$ cat config.mk
export PLATFORM = sky130hd
export DESIGN_NAME = change_dispenser
export DESIGN_NICKNAME = d
export VERILOG_FILES = /design/src/rtl/change_dispenser.sv
export SDC_FILE = /design/constraint.sdc
export NUM_CORES = 1
export LEC_CHECK = 0
export ABC_AREA = 0
export BUFFER_PORTS_ARGS = -buffer_cell sky130_fd_sc_hd__buf_2
export CAP_MARGIN = 0
export CORE_MARGIN = 3
export CORE_UTILIZATION = 56
export CTS_CLUSTER_DIAMETER = 60
export DETAILED_ROUTE_END_ITERATION = 8
export PLACE_DENSITY = 0.78
export SLEW_MARGIN = 15
export SYNTH_ARGS = -nofsm -noshare
export SYNTH_HDL_FRONTEND = slang
export SYNTH_SLANG_ARGS = --single-unit
export TNS_END_PERCENT = 1
$ cat constraint.sdc
create_clock -name clock -period 3.7 [get_ports clock]
set_input_delay 0.37 -clock clock [delete_from_list [all_inputs] [get_ports clock]]
set_output_delay 0.37 -clock clock [all_outputs]
set_load 0.03 [all_outputs]
$ cat src/rtl/change_dispenser.sv
// Change dispenser: pays a change amount out one coin per handshake from a
// finite 5/2/1 coin inventory, using a greedy largest-coin-first pick.
module change_dispenser #(
    parameter int unsigned N5_INIT = 3,
    parameter int unsigned N2_INIT = 3,
    parameter int unsigned N1_INIT = 3
) (
    input  logic       clock,
    input  logic       reset_L,
    input  logic       start,
    input  logic [3:0] change,
    input  logic       NotEnoughChange,
    input  logic       refill,
    output logic       coin_valid,
    output logic [2:0] coin_denom,
    input  logic       coin_ready,
    output logic       busy,
    output logic       done,
    output logic       fail,
    output logic [3:0] left,
    output logic [3:0] Remaining
);

    localparam logic [3:0] N5_RST = 4'(N5_INIT);
    localparam logic [3:0] N2_RST = 4'(N2_INIT);
    localparam logic [3:0] N1_RST = 4'(N1_INIT);

    typedef enum logic [1:0] {
        IDLE,
        DISPENSE,
        DONE
    } state_e;

    state_e     state_q;
    logic [3:0] n5_q;
    logic [3:0] n2_q;
    logic [3:0] n1_q;
    logic [3:0] left_q;
    logic [3:0] left_d;
    logic       fail_q;
    logic [2:0] pick;
    logic [6:0] total;

    // The pick only uses registered values, so the offered coin is stable while
    // the mechanism stalls; a zero pick means nothing suitable is left.
    always_comb begin
        pick = 3'd0;
        if (left_q >= 4'd5 && n5_q != 4'd0) begin
            pick = 3'd5;
        end else if (left_q >= 4'd2 && n2_q != 4'd0) begin
            pick = 3'd2;
        end else if (n1_q != 4'd0) begin
            pick = 3'd1;
        end
    end

    assign left_d     = left_q - {1'b0, pick};
    assign coin_valid = (state_q == DISPENSE) && (pick != 3'd0);
    assign coin_denom = coin_valid ? pick : 3'd0;
    assign busy       = (state_q != IDLE);
    assign done       = (state_q == DONE);
    assign fail       = (state_q == DONE) && fail_q;
    assign left       = left_q;

    // Inventory can exceed what the 4-bit Remaining can express, hence saturation.
    assign total     = 7'(n5_q) * 7'd5 + 7'(n2_q) * 7'd2 + 7'(n1_q);
    assign Remaining = (total > 7'd15) ? 4'd15 : total[3:0];

    always_ff @(posedge clock or negedge reset_L) begin
        if (!reset_L) begin
            state_q <= IDLE;
            n5_q    <= N5_RST;
            n2_q    <= N2_RST;
            n1_q    <= N1_RST;
            left_q  <= 4'd0;
            fail_q  <= 1'b0;
        end else begin
            case (state_q)
                IDLE: begin
                    if (refill) begin
                        n5_q <= N5_RST;
                        n2_q <= N2_RST;
                        n1_q <= N1_RST;
                    end else if (start) begin
                        left_q <= change;
                        if (NotEnoughChange) begin
                            fail_q  <= 1'b1;
                            state_q <= DONE;
                        end else if (change == 4'd0) begin
                            fail_q  <= 1'b0;
                            state_q <= DONE;
                        end else begin
                            state_q <= DISPENSE;
                        end
                    end
                end
                DISPENSE: begin
                    if (pick == 3'd0) begin
                        fail_q  <= 1'b1;
                        state_q <= DONE;
                    end else if (coin_ready) begin
                        left_q <= left_d;
                        case (pick)
                            3'd5:    n5_q <= n5_q - 4'd1;
                            3'd2:    n2_q <= n2_q - 4'd1;
                            default: n1_q <= n1_q - 4'd1;
                        endcase
                        if (left_d == 4'd0) begin
                            fail_q  <= 1'b0;
                            state_q <= DONE;
                        end
                    end
                end
                DONE: begin
                    state_q <= IDLE;
                end
                default: begin
                    state_q <= IDLE;
                end
            endcase
        end
    end

endmodule
---- Word-level counts from Yosys, hierarchy flattened ----
Index checks and enable logic that the tools add are counted.
word-level totals
  bits in registers ....................... 19
  bits of input ports ..................... 10
  output and inout port bits .............. 15
  logic and storage cells ................. 91
cells by class
  add/sub/neg operators ................... 6
  multiply operators ...................... 1
  $lt $le $gt $ge ......................... 3
  equal/unequal tests ..................... 15
  mux-type cells .......................... 39
  reduce and logical (&&, ||, !) cells .... 21
operators by type and width
  operator                                                           number
  two-way mux 4 bit                                                  15
  one-hot mux 4 bit (2 select lines)                                 4
  AND reduction 5 bit                                                4
  two-way mux 2 bit                                                  8
  != test 2 bit, second input constant                               6
  nonzero test 4 bit                                                 3
  subtractor 4 x 1 -> 4 bit, second input constant                   3
  logical NOT 4 bit                                                  2
  two-way mux 1 bit                                                  8
  adder 7 x 4 -> 7 bit                                               1
  adder 7 x 5 -> 7 bit                                               1
  greater-than comparator 7 x 4 -> 1 bit, second input constant      1
  multiplier 4 x 3 -> 7 bit, second input constant                   1
  two-way mux 3 bit                                                  2
  AND reduction 6 bit                                                1
  greater-or-equal comparator 4 x 2 -> 1 bit, second input constant  1
  greater-or-equal comparator 4 x 3 -> 1 bit, second input constant  1
  logical AND 1 bit                                                  4
  != test 2 x 1 -> 1 bit, second input constant                      2
  one-hot mux 2 bit (2 select lines)                                 1
  AND reduction 4 bit                                                1
  nonzero test 2 bit                                                 2
  subtractor 4 x 3 -> 4 bit                                          1
  equality test 3 x 2 -> 1 bit, second input constant                1
  other kinds (11)                                                   11

---- Logic depth before layout (Yosys ltp) ----
  depth in word-level cells ............... 10
  depth in mapped cells ................... 12
  mapped depth without buffers ............ 11

---- Worst setup path after synthesis ----
No wires, ideal clock.
  path kind ............................... register to output
  from .................................... register n5_q[1]
  to ...................................... output port Remaining[0]
  arrival ................................. 3.073 ns
  required time ........................... 3.330 ns
  setup slack ............................. 0.257 ns
  stages on the path, launching flop included .. 12
  buffers on the path ..................... 0
  cells stage by stage .................... dfstp_2 > ha_1 > inv_1 > fa_1 > fa_1 > inv_1 > ha_1 > a21o_1 > a21oi_1 > xnor2_1 > nor3_1 > nand2b_1
between the ends
  longest elaborated chain between the ends .. 5
RTL lines
  element                                 line  RTL
  start: declaration                      35    logic [3:0] n5_q;
  start signal: assignment                104   3'd5: n5_q <= n5_q - 4'd1;
  multiplier 4 x 3 -> 7 bit               66    assign total = 7'(n5_q) * 7'd5 + 7'(n2_q) * 7'd2 + 7'(n1_q);
  adder 7 x 5 -> 7 bit                    66
  adder 7 x 4 -> 7 bit                    66
  greater-than comparator 7 x 4 -> 1 bit  67    assign Remaining = (total > 7'd15) ? 4'd15 : total[3:0];
  two-way mux 4 bit                       67
  end: declaration                        21    output logic [3:0] Remaining
Every way passes these cells.

---- Final worst setup path ----
  from .................................... register n5_q[3]
  to ...................................... output port Remaining[2]
The elaborated chain is that of the path after synthesis.

==> flow_summary.toml <==
[run_status]
status = "complete, but fails checks"
violations = "negative hold slack"

[place]
portBuffers = 24
place.gp.congestion = 0.854
hpwl_mm = 2.88

[layout]
num-nets-final = 257
final_common_cell = "inv_1"
diodes = 0
n_fill_cell = 230
area_delta_synth_final_pct = 14.5
drive_gt1_share_pct = 23.1
layout_common_cells = "inv_1 (25), nor2_1 (21), buf_2 (20)"
post-route-util_pct = 69.3

[yosys]
synth_nets = 232
yosys-top-cells-area = "dfrtp_1 (19%), ha_1 (13%), dfstp_2 (9.2%), fa_1 (8.2%), inv_1 (6.1%)"
yosysSeqAreaShare_pct = 28.2
synth_warnings = 0
synthFlopType = "dfrtp_1"
synth_edf_count = 0
syn-instance-count = 197
ys_seq_elements = 19
async_flop_share_pct = 100
synth_cell_types = 47
synth_top_area_cell = "dfrtp_1"
syn_avg_cell_area_um2 = 8.70
yosysTopAreaCellShare_pct = 19.0
netlist_area_mm2 = 0.00171

[clocking]
h-tree-depth = 1
clk_latency_ns = 0.30
numCtsBuffers = 3
clockBufferDepth = 2
clock-root-buffer = "clkbuf_4"
clk_pin_slew_ns = 0.11
cts.sinks = 19
cts_tree = "yes"
cts_hold_buf = 0

[global_route]
grt_max_degree = 20
grt_usage_pct = 20.3
gr-total-overflow = 0
antenna_found_initial = 0
first_global_vias = 1349
grt_pass1_wl_mm = 5.66

[route]
dr.first_iter.drc_count = 63
vias = 1467
drc = 0
wl_per_cell_um = 14.7
vias_per_cell = 5.82
wirelength_mm = 3.72
ant_nets = 0
drt_pass1_iterations = 4

[sta]
rsz0062_at_grt = "true"
hold-worst-slack_ns = -0.00869
drv_slew = 0
slew_headroom_pct = 52.9
finalCriticalPeriod_ns = 3.66
setup_viol = 0
fmaxAchievable_ghz = 0.273
finalHoldViolations = 8
worst_slew_pin_slew_ns = 0.705
fin_skew_ns = 0.00883
period_share_pct = 99.0

[worst_setup_path]
r2r-start = "n2_q[0]"
max_stage_delay_ns = 0.51
crit_path_start = "n5_q[3]"
worstPathArrival_ns = 3.29
required_ns = 3.33
path_buf_inv = 3
crit_slowest_cell = "fa_1"
critPathTopFamily = "adder cells"
path_max_fanout = 4
cp_cell_sequence = "ha_4 -> inv_2 -> fa_1 -> fa_1 -> inv_2 -> ha_4 -> a21o_1 -> a21oi_2 -> xnor2_2 -> nor3_4 -> nand2b_1 -> buf_6"
critPathKind = "flop to primary output"
reg2reg_depth = 11
worstSetupEndpointType = "primary output"
worst-path-stages = 12
start_kind = "flop"

[floorplanning]
die-area_mm2 = 0.00376
io_pins = 25
die_h_um = 61.3
core_area_mm2 = 0.00283
start_util_pct = 60.6
die_w_um = 61.3
rows = 19

[min_path]
hold_class = "primary input to async pin"

[flow_run]
max-cap-violations = 0
==> cells by family (layout without fill, tap and decap cells) <==
family	Yosys count	in the layout	synth area share, %
muxes	5	5	2.99
AOI/OAI and AO/OA	45	45	17.2
and+or+nand+nor	62	62	18.5
adders and majority gates	25	25	21.3
xor gates and xnor gates	7	7	3.58
buffers and inverters	34	58	8.32
DFF	19	19	28.2
==> per-stage QoR <==
step / area, um^2 / cells / hold slack [ns] / worst slack [ns] / setup TNS, ns
after floorplan: 1710 / 197 / 0.0744 / 0.257 / 0
after global routing: 1960 / 252 / 0.0137 / -0.104 / -0.396
after CTS: 1900 / 251 / 0.00186 / 0.00322 / 0
after detailed placement: 1840 / 246 / 0.331 / 0.0299 / 0
after global placement: 1840 / 246 / 0.327 / 0.212 / 0
final: 1960 / 252 / -0.00869 / 0.0367 / 0
==> per-layer routing <==
| layer | global-route usage [%] | share of wire, % |
|---|---|---|
| met1 | 23.6 | 41 |
| met2 | 38.4 | 54 |
| met3 | 2.31 | 3.8 |
| met4 | 6.50 | 1.3 |
| met5 | 0 | 0 |
==> what timing repair did <==
item,4_1_cts,5_1_grt
hold endpoints to repair,0,0
cloned,0,0
gates resized for setup,6,17
pin swaps,2,8
endpoints found under the setup margin,4,4
buffers inserted,1,1
==> synth_stat cells, types with 3 or more instances <==
| master | number |
|---|---|
| a21oi_1 | 17 |
| and2_1 | 3 |
| clkbuf_1 | 3 |
| dfrtp_1 | 13 |
| dfstp_2 | 6 |
| fa_1 | 7 |
| ha_1 | 18 |
| inv_1 | 28 |
| mux2i_1 | 4 |
| nand2_1 | 10 |
| nand2b_1 | 5 |
| nand4_1 | 4 |
| nor2_1 | 21 |
| nor2b_1 | 4 |
| nor3_1 | 3 |
| o21ai_0 | 8 |
| xnor2_1 | 6 |
==> registers in the layout (all words and copies together), names as in the netlist <==
name and cells:
n2_q 4, fail_q 1, n1_q 4, n5_q 4, state_q 2, left 4
==> layout make-up <==
class,instances,area (um^2),share of cell area [%]
Multi-Input combinational cell,144,1150,58.7
Sequential cell,19,484,24.7
Timing Repair Buffer,26,156,7.97
Inverter,28,105,5.36
Tap cell,31,38.8,1.98
Clock buffer,4,26.3,1.34
==> worst paths after layout <==
path | end | slack, ns
min in group clock | left[1] | 0.38
worst min-delay path | left[0] | -0.009
worst max-delay path | Remaining[2] | 0.04
worst min register to register | fail_q | 0.53
max in group asynchronous | n1_q[1] | 3.36
worst max register to register | fail_q | 0.84
Power is not shown: default switching activity piles up to over one toggle a cycle in this logic, so the estimate is an artifact.
